**src/rtl/game_result_pkg.sv**
```systemverilog
// rtl/game_result_pkg.sv - shared encodings, state type and record layout for the game result logger
package game_result_pkg;

    localparam logic [1:0] WHO_WIN  = 2'b01;
    localparam logic [1:0] WHO_LOSE = 2'b10;
    localparam logic [3:0] CNT_MAX  = 4'd15;

    typedef enum logic {
        PLAY = 1'b0,
        OVER = 1'b1
    } state_t;

    // Fixed-width head of every record; game index (and optional timestamp) follow it.
    typedef struct packed {
        logic [1:0] who;
        logic [3:0] win_cnt;
        logic [3:0] lose_cnt;
    } result_rec_t;

    function automatic logic [3:0] sat_inc4(input logic [3:0] v, input logic en);
        return (en && v != CNT_MAX) ? v + 4'd1 : v;
    endfunction

endpackage

```
**src/rtl/result_fifo.sv**
```systemverilog
// rtl/result_fifo.sv - result record FIFO with push/full input side and valid/ready output side
module result_fifo #(
    parameter int DEPTH = 4,
    parameter int W     = 18
) (
    input  logic                       clk,
    input  logic                       rst_n,
    input  logic                       push_i,
    input  logic [W-1:0]               push_data_i,
    output logic                       full_o,
    output logic                       pop_valid_o,
    input  logic                       pop_ready_i,
    output logic [W-1:0]               pop_data_o,
    output logic [$clog2(DEPTH):0]     count_o
);
    localparam int AW = $clog2(DEPTH);

    logic [W-1:0]  mem_q [DEPTH];
    logic [AW-1:0] rd_q, wr_q;
    logic [AW:0]   count_q;
    logic          pop, wr;

    assign full_o      = (count_q == (AW+1)'(DEPTH));
    assign pop_valid_o = (count_q != '0);
    assign pop         = pop_valid_o && pop_ready_i;
    // A pop in the same cycle frees a slot, so a full FIFO still accepts the push.
    assign wr          = push_i && (!full_o || pop);
    assign pop_data_o  = pop_valid_o ? mem_q[rd_q] : '0;
    assign count_o     = count_q;

    always_ff @(posedge clk) begin
        if (wr) mem_q[wr_q] <= push_data_i;
    end

    always_ff @(posedge clk or negedge rst_n) begin
        if (!rst_n) begin
            rd_q    <= '0;
            wr_q    <= '0;
            count_q <= '0;
        end else begin
            if (wr)  wr_q <= wr_q + AW'(1);
            if (pop) rd_q <= rd_q + AW'(1);
            case ({wr, pop})
                2'b10:   count_q <= count_q + (AW+1)'(1);
                2'b01:   count_q <= count_q - (AW+1)'(1);
                default: count_q <= count_q;
            endcase
        end
    end

endmodule

```
**src/rtl/game_result_logger.sv**
```systemverilog
// rtl/game_result_logger.sv - per-game tally, result record FIFO and match tallies; RESULT_TIMESTAMP_EN appends a 16-bit cycle stamp
module game_result_logger
    import game_result_pkg::*;
#(
    parameter int DEPTH   = 4,
    parameter int IDX_W   = 8,
    parameter int TALLY_W = 8
) (
    input  logic                     clk,
    input  logic                     rst_n,
    input  logic                     INIT,
    input  logic                     WINNER,
    input  logic                     LOSER,
    input  logic                     GAMEOVER,
    input  logic [1:0]               WHO,
    output logic                     rec_valid,
    input  logic                     rec_ready,
`ifdef RESULT_TIMESTAMP_EN
    output logic [IDX_W+25:0]        rec_data,
`else
    output logic [IDX_W+9:0]         rec_data,
`endif
    output logic [TALLY_W-1:0]       win_games,
    output logic [TALLY_W-1:0]       lose_games,
    output logic                     bad_who,
    output logic                     drop,
    output logic [$clog2(DEPTH):0]   count
);
`ifdef RESULT_TIMESTAMP_EN
    localparam int REC_W = IDX_W + 26;
`else
    localparam int REC_W = IDX_W + 10;
`endif

    state_t             state_q, state_d;
    logic [3:0]         win_q, win_d, lose_q, lose_d, win_inc, lose_inc;
    logic [IDX_W-1:0]   idx_q, idx_d;
    logic               gov_q, gov_d, capture;
    logic [TALLY_W-1:0] win_games_q, win_games_d, lose_games_q, lose_games_d;
    logic               bad_q, bad_d, drop_q, drop_d;
    logic               push_q;
    logic [REC_W-1:0]   rec_q, rec_d;
    result_rec_t        hdr;
    logic               fifo_full, pop;

`ifdef RESULT_TIMESTAMP_EN
    logic [15:0] ts_q;
    always_ff @(posedge clk or negedge rst_n) begin
        if (!rst_n) ts_q <= '0;
        else        ts_q <= ts_q + 16'd1;
    end
`endif

    always_comb begin
        win_inc      = sat_inc4(win_q, WINNER);
        lose_inc     = sat_inc4(lose_q, LOSER);
        state_d      = state_q;
        win_d        = win_q;
        lose_d       = lose_q;
        idx_d        = idx_q;
        gov_d        = GAMEOVER;
        capture      = 1'b0;
        win_games_d  = win_games_q;
        lose_games_d = lose_games_q;
        bad_d        = bad_q;
        case (state_q)
            PLAY: begin
                win_d  = win_inc;
                lose_d = lose_inc;
                if (GAMEOVER && !gov_q) begin
                    capture = 1'b1;
                    state_d = OVER;
                end
                // INIT with the edge closes the game and starts the next one in the same step.
                if (INIT) begin
                    win_d  = '0;
                    lose_d = '0;
                    gov_d  = 1'b0;
                    if (capture) begin
                        idx_d   = idx_q + IDX_W'(1);
                        state_d = PLAY;
                    end
                end
            end
            OVER: begin
                if (INIT) begin
                    win_d   = '0;
                    lose_d  = '0;
                    gov_d   = 1'b0;
                    idx_d   = idx_q + IDX_W'(1);
                    state_d = PLAY;
                end
            end
            default: state_d = PLAY;
        endcase
        if (capture) begin
            if (WHO == WHO_WIN) begin
                if (win_games_q != {TALLY_W{1'b1}}) win_games_d = win_games_q + TALLY_W'(1);
            end else if (WHO == WHO_LOSE) begin
                if (lose_games_q != {TALLY_W{1'b1}}) lose_games_d = lose_games_q + TALLY_W'(1);
            end else begin
                bad_d = 1'b1;
            end
        end
        hdr.who      = WHO;
        hdr.win_cnt  = win_inc;
        hdr.lose_cnt = lose_inc;
`ifdef RESULT_TIMESTAMP_EN
        rec_d = {hdr, idx_q, ts_q};
`else
        rec_d = {hdr, idx_q};
`endif
    end

    assign pop    = rec_valid && rec_ready;
    assign drop_d = drop_q | (push_q && fifo_full && !pop);

    always_ff @(posedge clk or negedge rst_n) begin
        if (!rst_n) begin
            state_q      <= PLAY;
            win_q        <= '0;
            lose_q       <= '0;
            idx_q        <= '0;
            gov_q        <= 1'b0;
            win_games_q  <= '0;
            lose_games_q <= '0;
            bad_q        <= 1'b0;
            drop_q       <= 1'b0;
            push_q       <= 1'b0;
            rec_q        <= '0;
        end else begin
            state_q      <= state_d;
            win_q        <= win_d;
            lose_q       <= lose_d;
            idx_q        <= idx_d;
            gov_q        <= gov_d;
            win_games_q  <= win_games_d;
            lose_games_q <= lose_games_d;
            bad_q        <= bad_d;
            drop_q       <= drop_d;
            push_q       <= capture;
            if (capture) rec_q <= rec_d;
        end
    end

    result_fifo #(.DEPTH(DEPTH), .W(REC_W)) u_fifo (
        .clk         (clk),
        .rst_n       (rst_n),
        .push_i      (push_q),
        .push_data_i (rec_q),
        .full_o      (fifo_full),
        .pop_valid_o (rec_valid),
        .pop_ready_i (rec_ready),
        .pop_data_o  (rec_data),
        .count_o     (count)
    );

    assign win_games  = win_games_q;
    assign lose_games = lose_games_q;
    assign bad_who    = bad_q;
    assign drop       = drop_q;

endmodule

```
**config.mk**
```make
export PLATFORM = sky130hd
export DESIGN_NAME = game_result_logger
export DESIGN_NICKNAME = d
export VERILOG_FILES = /design/src/rtl/game_result_pkg.sv /design/src/rtl/result_fifo.sv /design/src/rtl/game_result_logger.sv
export SDC_FILE = /design/constraint.sdc
export NUM_CORES = 1
export LEC_CHECK = 0
export CORE_ASPECT_RATIO = 1.25
export CORE_MARGIN = 1
export CORE_UTILIZATION = 50
export CTS_CLUSTER_DIAMETER = 120
export DETAILED_ROUTE_END_ITERATION = 8
export GPL_TIMING_DRIVEN = 0
export PLACE_DENSITY = 0.82
export SKIP_LAST_GASP = 1
export SLEW_MARGIN = 20
export SYNTH_ARGS = -nofsm -noshare
export SYNTH_HDL_FRONTEND = slang
export SYNTH_SLANG_ARGS = --single-unit
```
**constraint.sdc**
```tcl
create_clock -name clk -period 5.26 [get_ports clk]
set_clock_uncertainty 0.1 [all_clocks]
set_input_delay 1.052 -clock clk [delete_from_list [all_inputs] [get_ports clk]]
set_output_delay 1.052 -clock clk [all_outputs]
set_load 0.02 [all_outputs]
```
## Word-level counts from Yosys, hierarchy flattened

Memory sizes are Yosys's and may differ from the RTL's.
Cells that the tools add are included.

| word-level totals | value |
|---|---|
| output and inout port bits | 40 |
| latch bits | 0 |
| RAM bits | 72 |
| memories kept | 1 |
| register bits | 62 |
| ROM bits | 0 |
| logic and storage cells | 80 |

| cells by class | value |
|---|---|
| reduce and logical (&&, ||, !) cells | 17 |
| equal/unequal tests | 12 |
| divide/modulo/power cells | 0 |
| add/subtract/negate cells | 9 |
| shift operators | 0 |
| muxes and demuxes | 23 |
| bitwise gates (word level) | 4 |
| $lt $le $gt $ge | 0 |
| $mul | 0 |

Memories:

| name | words | width | rd ports | clocked after Yosys merged registers in | wr ports | line | RTL |
|---|---|---|---|---|---|---|---|
| u_fifo.mem_q | 4 | 18 | 1 | 0 | 1 | result_fifo.sv:18 | `logic [W-1:0] mem_q [DEPTH];` |

Operators by type and width:

| kind | number |
|---|---|
| 8-bit by 1-bit adder with 8-bit output (second input constant) | 3 |
| 8-bit 2-to-1 mux | 3 |
| 4-bit 2-to-1 mux | 5 |
| 18-bit 2-to-1 mux | 1 |
| 8-bit inequality test (second input constant) | 2 |
| 4-bit one-hot mux with 2 select lines | 2 |
| 8-bit one-hot mux with 2 select lines | 1 |
| 1-bit 2-to-1 mux | 9 |
| 3-bit AND reduction | 3 |
| 4-bit by 1-bit adder with 4-bit output (second input constant) | 2 |
| 4-bit inequality test (second input constant) | 2 |
| 1-bit logical AND | 7 |
| 2-bit inequality test (second input constant) | 3 |
| 3-bit one-hot mux with 2 select lines | 1 |
| 2-bit by 1-bit adder with 2-bit output (second input constant) | 2 |
| 2-bit by 1-bit == test with 1-bit output (second input constant) | 2 |
| 2-bit == test (second input constant) | 2 |
| 4-bit AND reduction | 1 |
| 3-bit by 1-bit adder with 3-bit output (second input constant) | 1 |
| 3-bit == test (second input constant) | 1 |
| 1-bit logical NOT | 3 |
| 1-bit NOT | 3 |
| 3-bit nonzero test | 1 |
| 3-bit by 1-bit subtractor with 3-bit output (second input constant) | 1 |
| 4 further kinds | 4 |

## Logic depth before layout (Yosys ltp)

Gate-level depths: netlist of the first run.

| depth | value |
|---|---|
| depth in word-level cells | 7 |
| depth in mapped cells | 8 |
| mapped depth without buffers | 7 |

## Hierarchy

From an unflattened synthesis of the first run, not the netlist that was laid out.

| unflattened totals | value |
|---|---|
| cells, all modules | 411 |
| area total of the unflattened synthesis | 5,779.3 um^2 |

Modules (own cells, without submodules):

| module | seq. area each (um^2) | area an instance (um^2) | cells each | times used |
|---|---|---|---|---|
| result_fifo | 2,337.2 | 3,230.6 | 166 | 1 |
| game_result_logger | 1,376.3 | 2,548.7 | 245 | 1 |

## Least setup slack after synthesis of the first run

Ideal clock, no wire load.

| timing path | value |
|---|---|
| kind | flip-flop to output port |
| from | register u_fifo.rd_q[0] |
| to | output port rec_data[10] |
| arrival time | 1.587 ns |
| slack | 2.521 ns |
| path buffers | 1 |
| stages on the path, launching flop included | 4 |
| cells stage by stage | dfrtp_1 clkbuf_1 mux4_2 and2_1 |

| on the way | value |
|---|---|
| cells in the longest elaborated chain, start to end | 2 |

RTL lines:

| item | line | RTL |
|---|---|---|
| from (decl) | result_fifo.sv:19 | `logic [AW-1:0] rd_q, wr_q;` |
| from (signal assigned) | result_fifo.sv:42 | `if (pop) rd_q <= rd_q + AW'(1);` |
| memory 4 x 18 bit | - |  |
| 18-bit 2-to-1 mux | result_fifo.sv:28 | `assign pop_data_o = pop_valid_o ? mem_q[rd_q] : '0;` |
| to (decl) | game_result_logger.sv:21 | `output logic [IDX_W+9:0] rec_data,` |

Every way passes these cells.

## Worst setup path in the final report of the first run

| timing path | value |
|---|---|
| from | register u_fifo.rd_q[1] |
| to | output port rec_data[16] |

Same word-level chain as after synthesis.

==> results.md, run 1 <==
- Summed over all instances, the cell type with the most area after synthesis is sky130_fd_sc_hd__edfxtp_1.
- The top cell type's share of synthesized area is 37.88%.
- Once routing completed, OpenROAD measured the worst setup slack at 1210 ps.
- The post-synthesis register bit count is 134.
- The fill cell total of the finished layout is 812.
- The worst register-to-register path ends at u_fifo.count_o[2].
- The synthesized netlist occupies a cell area of 5708 sq um.
- The period utilization is 77.00%.
- The all-layer global routing usage is 18.44%.
- The sequential fraction of the synthesis area is 65.06%.
- Counting along the longest clock path gives a buffer depth of 2.
- Dividing the detail-routed via count by the number of cells gives 5.407.
- In the final routed layout, each cell accounts on average for 15.94 um.
- After detailed placement, the design holds a cell count of 592.
- The startpoint identified for the worst register-to-register timing path is u_fifo.count_o[2].
- The placed wire-length estimate after detailed placement is 6.560 mm.
- Setup violations remaining at the end of the flow were counted as 0.
- The largest net degree at the start of global routing is 57.
- Total power for the finished layout comes to 3.735 mW.
- In this run, post-CTS hold repair placed 0 buffers.
- Across the VDD grid, the largest voltage drop is 307.4 uV.
- The TritonCTS sink count is 134.
- The number of global-route vias before repair is 3525.
- The final-report hold violation count came to 0.
- Row generation in the floorplan step produced 43 rows.
- The endpoint type of the worst setup path is a primary output.
- At the placement stage, the worst setup path has a slack of 1616 ps.
- The required time of the critical path is 4110 ps.
- The synthesis warning total is 0.
- The max-slew headroom at the worst pin is 32.88%.
- The number of antenna diodes in the final layout is 0.
- The total overflow reported by the global router is 0.
- The initial antenna violation count was 0.
- Adding up every negative setup slack in the final design gives 0 ps.
- By count the netlist is led by sky130_fd_sc_hd__edfxtp_1, sky130_fd_sc_hd__dfrtp_1, sky130_fd_sc_hd__nand2_1, sky130_fd_sc_hd__nor2_1, sky130_fd_sc_hd__and2_1.
- In this run the worst hold path is classified as in -> async.
- In this run the number of H-tree levels came out at 4.
- Derived from the worst setup path, the maximum achievable clock frequency is 246.9 MHz.
- The global-route wire length before repair is 16.61 mm.
- In the synthesized netlist the dominant register cell turns out to be sky130_fd_sc_hd__edfxtp_1.
- Counting flops with a built-in enable in the synthesized netlist gives 72.
- Setup repair after global routing left no endpoint under its margin.
- Buffers inserted during clock tree synthesis total 17.
- In the final layout, the share of cells above drive strength 1 is 11.86%.
- Power spread over the standard cell area amounts to 538.2 nW/um^2.
- The count of antenna-violating nets left after detailed routing is 0.
- The first detailed-routing pass took 5 iterations.
- After clock tree synthesis, the clock-pin slew on the worst setup and hold paths is 50 ps.
- Yosys attributes the largest share of cell area to sky130_fd_sc_hd__edfxtp_1, sky130_fd_sc_hd__dfrtp_1, sky130_fd_sc_hd__mux4_2.
- At the pin with the least slew margin, the transition time is 1007 ps.
- The data arrival at the endpoint of the critical path is 2900 ps.
- The path depth of the worst reg2reg path is 8.
- In this run, the number of DRC markers left after iteration 0 of detailed routing was 157.
- The area of the placeable core is 11080 sq um.
- For the finished layout, the period the worst path requires is 4050 ps.
- Relative to the synthesized area, the layout overhead comes to 21.59%.
- Synthesis produced 408 cells.
- Once the clock tree was built, the resizer swapped 0 gates to a different size.
- The count of maximum capacitance violations is 0.
- The leakage dissipation is 2.800 nW.
- The quantity of I/O buffers inserted on ports is 48.
- The post-layout net count is 497.
- 49 I/O pins were placed.
- The final layout contains routed wiring with a total length of 9.946 mm.
- The die covers 11850 sq um.
- The run finished with clean final reports.
- The class of the most critical setup path is reg -> out.
- Each instance of the synthesized netlist takes up on average 13.99 sq um.
- The number of buffers added for setup after CTS is 0.
- Routability-driven placement finished with a final weighted congestion of 0.8107.
- In the routed design, unresolved DRC markers number 0.
- The floorplan step set the die height to 121.5 um.
- After synthesis, the netlist uses 38 different library cells.
- For the worst-skew pair, the clock arrives at the later sink with an insertion delay of 410 ps.
- The starting density of the core is 51.50%.
- The most common cell in the synthesized netlist is sky130_fd_sc_hd__edfxtp_1.
- The max-slew violation total from the final report is 0.
- After synthesis, the share of flip-flops with an asynchronous set or reset is 46.27%.
- The via count of the routed design is 3374.
- The total nets after synthesis is 429.
- The buffer type at the clock tree root is sky130_fd_sc_hd__clkbuf_16.
- TritonCTS built the clock tree.
- The minimum setup slack among reg-to-reg paths is 2920 ps.
- The largest driver fanout on the critical path is 10.
- The type of element launching the critical path is a flop.
- From left edge to right edge, the die measures 97.57 um.
- The finished layout holds 624 standard cells, fillers aside.
## flip-flops by register name (all words and copies together), names as in the netlist, 2 cells and up
register        cells
idx_q               8
rec_q              18
u_fifo.count_o      3
u_fifo.wr_q         2
u_fifo.mem_q       72
u_fifo.rd_q         2
lose_games          8
win_games           8
lose_q              4
win_q               4
## layer usage
layer	vias to the layer above	GRT usage (%)	part of all wire [%]	wire (um)
met2	81	32.69	53	5264
met4	0	7.904	1.5	146
met5	-	0	0	0
met3	12	5.357	4.7	466
met1	1671	20.68	41	4068
li1	1610	-	-	-
## through the flow
stage                     hold slack (ps)  area (sq um)  util [%]
after floorplan                     341.5          5708         -
after global placement              344.7          6357     57.36
after detailed placement            346.6          6382     57.59
after CTS                           347.2          6940     62.62
after global routing                348.3          6940     62.62
final                               360.1          6940     62.62
## how the worst max path moves through the flow
| stage | from | endpoint | slack, ps | cells after the start |
|---|---|---|---|---|
| floorplan | u_fifo.rd_q[0] | rec_data[10] | 2520 | 3 |
| finish | u_fifo.rd_q[1] | rec_data[16] | 1210 | 5 |
| global route | u_fifo.rd_q[1] | rec_data[9] | 1060 | 5 |
| global placement | rst_n | win_games[5] | 1030 | 1 |
| CTS | u_fifo.rd_q[1] | rec_data[16] | 1160 | 5 |
| detailed placement | u_fifo.rd_q[1] | rec_data[16] | 1620 | 5 |
## layout by cell type (no fill, tap or decap), drive strengths merged, types with 2 or more instances in the layout
cell type and count:
edfxtp 72, dfrtp 62, nand2 54, clkdlybuf4s50 47, clkbuf 38, nor2 25, and2 22, mux4 18
xor2 13, mux2i 12, o21ai 12, mux2 11, ha 11, nand3 10, inv 8, nand2b 8
xnor2 8, and3 6, nand4 6, nor3 6, a21oi 4, clkinv 4, buf 4, o21a 3
or3 3, o21bai 2, nor2b 2, nand3b 2, and4 2, nor3b 2, a21o 2, bufinv 2
## critical path: stages (launching register included)
cell and delay (ps):
sky130_fd_sc_hd__dfrtp_1 320, sky130_fd_sc_hd__clkbuf_1 480, sky130_fd_sc_hd__clkbuf_1 570, sky130_fd_sc_hd__mux4_2 430, sky130_fd_sc_hd__and2_1 170, sky130_fd_sc_hd__clkdlybuf4s50_1 530
## layout make-up
class	instances	area, sq um	area share [%]
Multi-Input combinational cell	252	1909	27.51
Clock inverter	6	78.83	1.136
Tap cell	135	168.9	2.434
Timing Repair Buffer	49	505.5	7.283
Inverter	8	30.03	0.4327
Clock buffer	26	479.2	6.905
Buffer	14	55.05	0.7932
Sequential cell	134	3714	53.51
## where the power goes
group	leakage [nW]	internal, mW	switching [mW]	total (mW)
clock network	0.274	0.718	0.388	1.11
registers	1.48	1.33	0.157	1.49
logic	1.05	0.576	0.567	1.14
## logic make-up (layout without fill, tap and decap cells)
logic type | count (synthesis) | in the layout | share of synthesized area [%]
simple gates | 149 | 149 | 12.82
compound gates | 29 | 29 | 3.266
flops | 134 | 134 | 65.06
fa+ha+maj | 12 | 12 | 2.762
buf+inv | 22 | 103 | 1.491
xor+xnor | 21 | 21 | 3.222
mux | 41 | 41 | 11.38
No activity file was read; power rests on OpenSTA's default activity.
==> run 2: changes to the inputs <==
--- a/config.mk
+++ b/config.mk
@@ -11,7 +11,7 @@
 export CTS_CLUSTER_DIAMETER = 120
 export DETAILED_ROUTE_END_ITERATION = 8
 export GPL_TIMING_DRIVEN = 0
-export PLACE_DENSITY = 0.82
+export PLACE_DENSITY = 0.84
 export SKIP_LAST_GASP = 1
 export SLEW_MARGIN = 20
 export SYNTH_ARGS = -nofsm -noshare
==> constraint.sdc (replaced) <==
create_clock -name clk -period 3.35 [get_ports clk]
set_clock_uncertainty 0.1 [all_clocks]
set_input_delay 0.67 -clock clk [delete_from_list [all_inputs] [get_ports clk]]
set_output_delay 0.67 -clock clk [all_outputs]
set_load 0.02 [all_outputs]
==> results.md, run 2 (synthesized netlist as in run 1, its figures left out) <==
- The run finished with clean final reports.
- The starting density of the core is 51.50%.
- The largest net degree at the start of global routing is 57.
- u_fifo.mem_q holds more flip-flops than any other register.
- The die span in x is 97.57 um.
- The area of all placed cells without fillers is 7048 sq um.
- Once placement finished, the instance area stood at 6382 sq um.
- The maximum frequency from static timing analysis is 318.0 MHz.
- The max-slew violation total from the final report is 0.
- Dividing the detail-routed via count by the number of cells gives 5.417.
- The largest incremental delay on the critical path is 560 ps.
- The setup slack of the critical path after layout is 205.2 ps.
- STA puts the critical path data arrival time at 2370 ps.
- The path depth of the worst reg2reg path is 6.
- The total overflow reported by the global router is 0.
- The first detailed-routing pass ran for 4 iterations.
- Setup repair after global routing left no endpoint under its margin.
- The startpoint of the most critical hold path is idx_q[7].
- Detailed routing inserted a total of 3380 vias.
- At the later pin of the worst-skew pair, clock insertion delay measures 410 ps.
- The clock transition time at the flip-flop clock pins of the worst setup and hold paths is 60 ps.
- The area growth from synthesis to final layout is 23.48%.
- Summing all multi-input logic gate instances after layout gives 1909 sq um.
- The count of maximum capacitance violations is 0.
- The minimum setup slack among reg-to-reg paths is 970 ps.
- After legalization and detailed placement, the total HPWL measured 6.585 mm.
- On the critical path the largest part of the delay comes from buffers and inverters.
- The largest registers in the layout are u_fifo.mem_q x72, rec_q x18.
- The post-layout net count is 497.
- The die area is 11850 sq um.
- The launching point of the worst reg2reg path is u_fifo.count_o[2].
- The class of the most critical setup path is reg -> out.
- The number of buffers and inverters on the critical path is 2.
- In the routed design, unresolved DRC markers number 0.
- For this design, the sink count on the clock tree is 134.
- The global placement routability congestion is 0.7999.
- The largest individual stage delay along the critical path comes from the cell sky130_fd_sc_hd__mux4_2.
- The H-tree generated during clock tree synthesis spans 4 levels.
- The number of global-route vias before repair is 3467.
- During I/O placement, the number of pins put on the boundary was 49.
- The post-route minimum period is 3145 ps.
- The number of rows created at floorplan is 43.
- In this run the tightest slew margin relative to its limit is 35.85%.
- Across the VDD grid, the largest voltage drop is 483.6 uV.
- The pre-CTS setup slack is 152.2 ps.
- The count of antenna diodes in the layout is 0.
- Walking the worst path, the cells encountered are buf_2 -> mux4_2 -> and2_1 -> clkdlybuf4s50_1.
- The floorplan step defined a core boundary enclosing 11080 sq um.
- The average detailed-routed wire length per instance is 16.45 um.
- Leaving out fill and tap cells, the most frequent cells in the layout are sky130_fd_sc_hd__edfxtp_1, sky130_fd_sc_hd__dfrtp_1, sky130_fd_sc_hd__nand2_1.
- The met2 capacity usage during global routing is 32.87%.
- The layout cell share with drive strength beyond 1 is 14.11%.
- Along the worst hold path, the cell count comes to 1.
- The final-report hold violation count is 0.
- The count of buffers added on input and output ports is 48.
- After detailed routing, the total wire length is 10.27 mm.
- The flip-flop count of the largest register after layout is 72.
- Global routing used 18.92% of the available tracks across all layers.
- The endpoint of the worst hold-timing path is idx_q[7].
- The y dimension of the die is 121.5 um.
- Fill cells in the final layout number 817.
- The kind of path behind the tightest hold check is reg -> reg.
- The number of endpoints failing setup at the final stage is 0.
- The required time of the critical path is 2580 ps.
- In this run the critical register-to-register path is captured at u_fifo.count_o[1].
- The most congested layer reported by global routing is met2.
- The worst setup path is launched from a flop.
- TritonCTS built the clock tree.
- The initial antenna violation count came to 0.
- For this design the static power due to leakage is 2.853 nW.
- The critical path depth in cells is 4.
- Dividing the final minimum period by the clock period gives 93.87%.
- Power spread over the standard cell area amounts to 875.5 nW/um^2.
- The TritonCTS buffer count is 17.
- The largest driver fanout on the critical path is 10.
- The worst-margin pin slew is 962.2 ps.
- The starting DRC count in detailed routing is 180.
- CTS placed an instance of sky130_fd_sc_hd__clkbuf_16 at the clock tree root.
- For this run, the share of the core covered by cells in the final layout is 63.59%.
- In the global route stage, met1 resource usage came out at 22.40%.
- The number of buffers on the longest clock path is 2.
- Across the whole layout, storage elements account for 3715 sq um.
- The most common library cell in the layout ignoring fill and taps is sky130_fd_sc_hd__edfxtp_1.
- The first global-routing pass estimated 17.03 mm of wire.
- The met3 global-route usage is 6.164%.
- In this run the remaining antenna-violating nets after routing total 0.
- The endpoint type of the worst setup path is a primary output.
## run 2: changes by cell type in the layout (fill, tap and decap cells not counted)
cell	delta
sky130_fd_sc_hd__clkinv_2	+1
sky130_fd_sc_hd__clkinv_4	+2
sky130_fd_sc_hd__clkinvlp_4	+2
sky130_fd_sc_hd__bufinv_16	+3
sky130_fd_sc_hd__clkbuf_1	-10
sky130_fd_sc_hd__dfrtp_1	-1
sky130_fd_sc_hd__dlygate4sd3_1	+1
sky130_fd_sc_hd__clkbuf_2	+2
sky130_fd_sc_hd__clkinv_1	-1
sky130_fd_sc_hd__dfrtp_2	+1
## run 2: how the worst max path moves through the flow
stage | start | to | slack (ps)
after floorplan | u_fifo.rd_q[0] | rec_data[10] | 990
after global placement | rst_n | win_games[5] | -550
after detailed placement | u_fifo.rd_q[1] | rec_data[13] | 150
after CTS | u_fifo.rd_q[1] | rec_data[13] | 40
after global routing | u_fifo.rd_q[0] | rec_data[0] | 80
final | u_fifo.rd_q[0] | rec_data[0] | 210
## run 2: layout make-up
cell class	instances	share of cell area (%)
Clock buffer	19	6.426
Timing Repair Buffer	50	7.314
Multi-Input combinational cell	252	27.09
Clock inverter	13	2.876
Inverter	8	0.4261
Tap cell	135	2.397
Buffer	13	0.7634
Sequential cell	134	52.71
## run 2: what timing repair did
item	4_1_cts	5_1_grt
resized for setup	2	1
endpoints found under the hold margin	6	0
setup buffers	0	0
hold buffers	1	0
endpoints found under the setup margin	9	1
## run 2: stage by stage
stage,total power [mW],hold WS [ps],std cells,setup TNS [ps]
floorplan,3.433,274.4,408,0
global placement,4.088,352.6,591,-33650
detailed placement,4.169,362.4,592,0
CTS,6.223,369.6,624,0
global route,6.450,375.2,624,0
finish,6.171,368.7,624,0
## run 2: metal layers
layer / up-vias / wire length, um
li1: 1601 / -
met1: 1701 / 4299
met2: 71 / 5420
met3: 7 / 458
met4: 0 / 89
met5: - / 0
## run 2: where the power goes
group / internal, mW / leakage, nW / total (mW) / switching [mW]
clock network: 1.36 / 0.319 / 2.03 / 0.677
logic: 0.905 / 1.06 / 1.77 / 0.864
registers: 2.09 / 1.47 / 2.37 / 0.281
total: 4.35 / 2.85 / 6.17 / 1.82
==> run 3: changes to the inputs <==
--- a/config.mk
+++ b/config.mk
@@ -5,6 +5,7 @@
 export SDC_FILE = /design/constraint.sdc
 export NUM_CORES = 1
 export LEC_CHECK = 0
+export CAP_MARGIN = 5
 export CORE_ASPECT_RATIO = 1.25
 export CORE_MARGIN = 1
 export CORE_UTILIZATION = 50
==> results of run 3 <==
No change in the layout: final DEF, timing and power equal those of run 2.
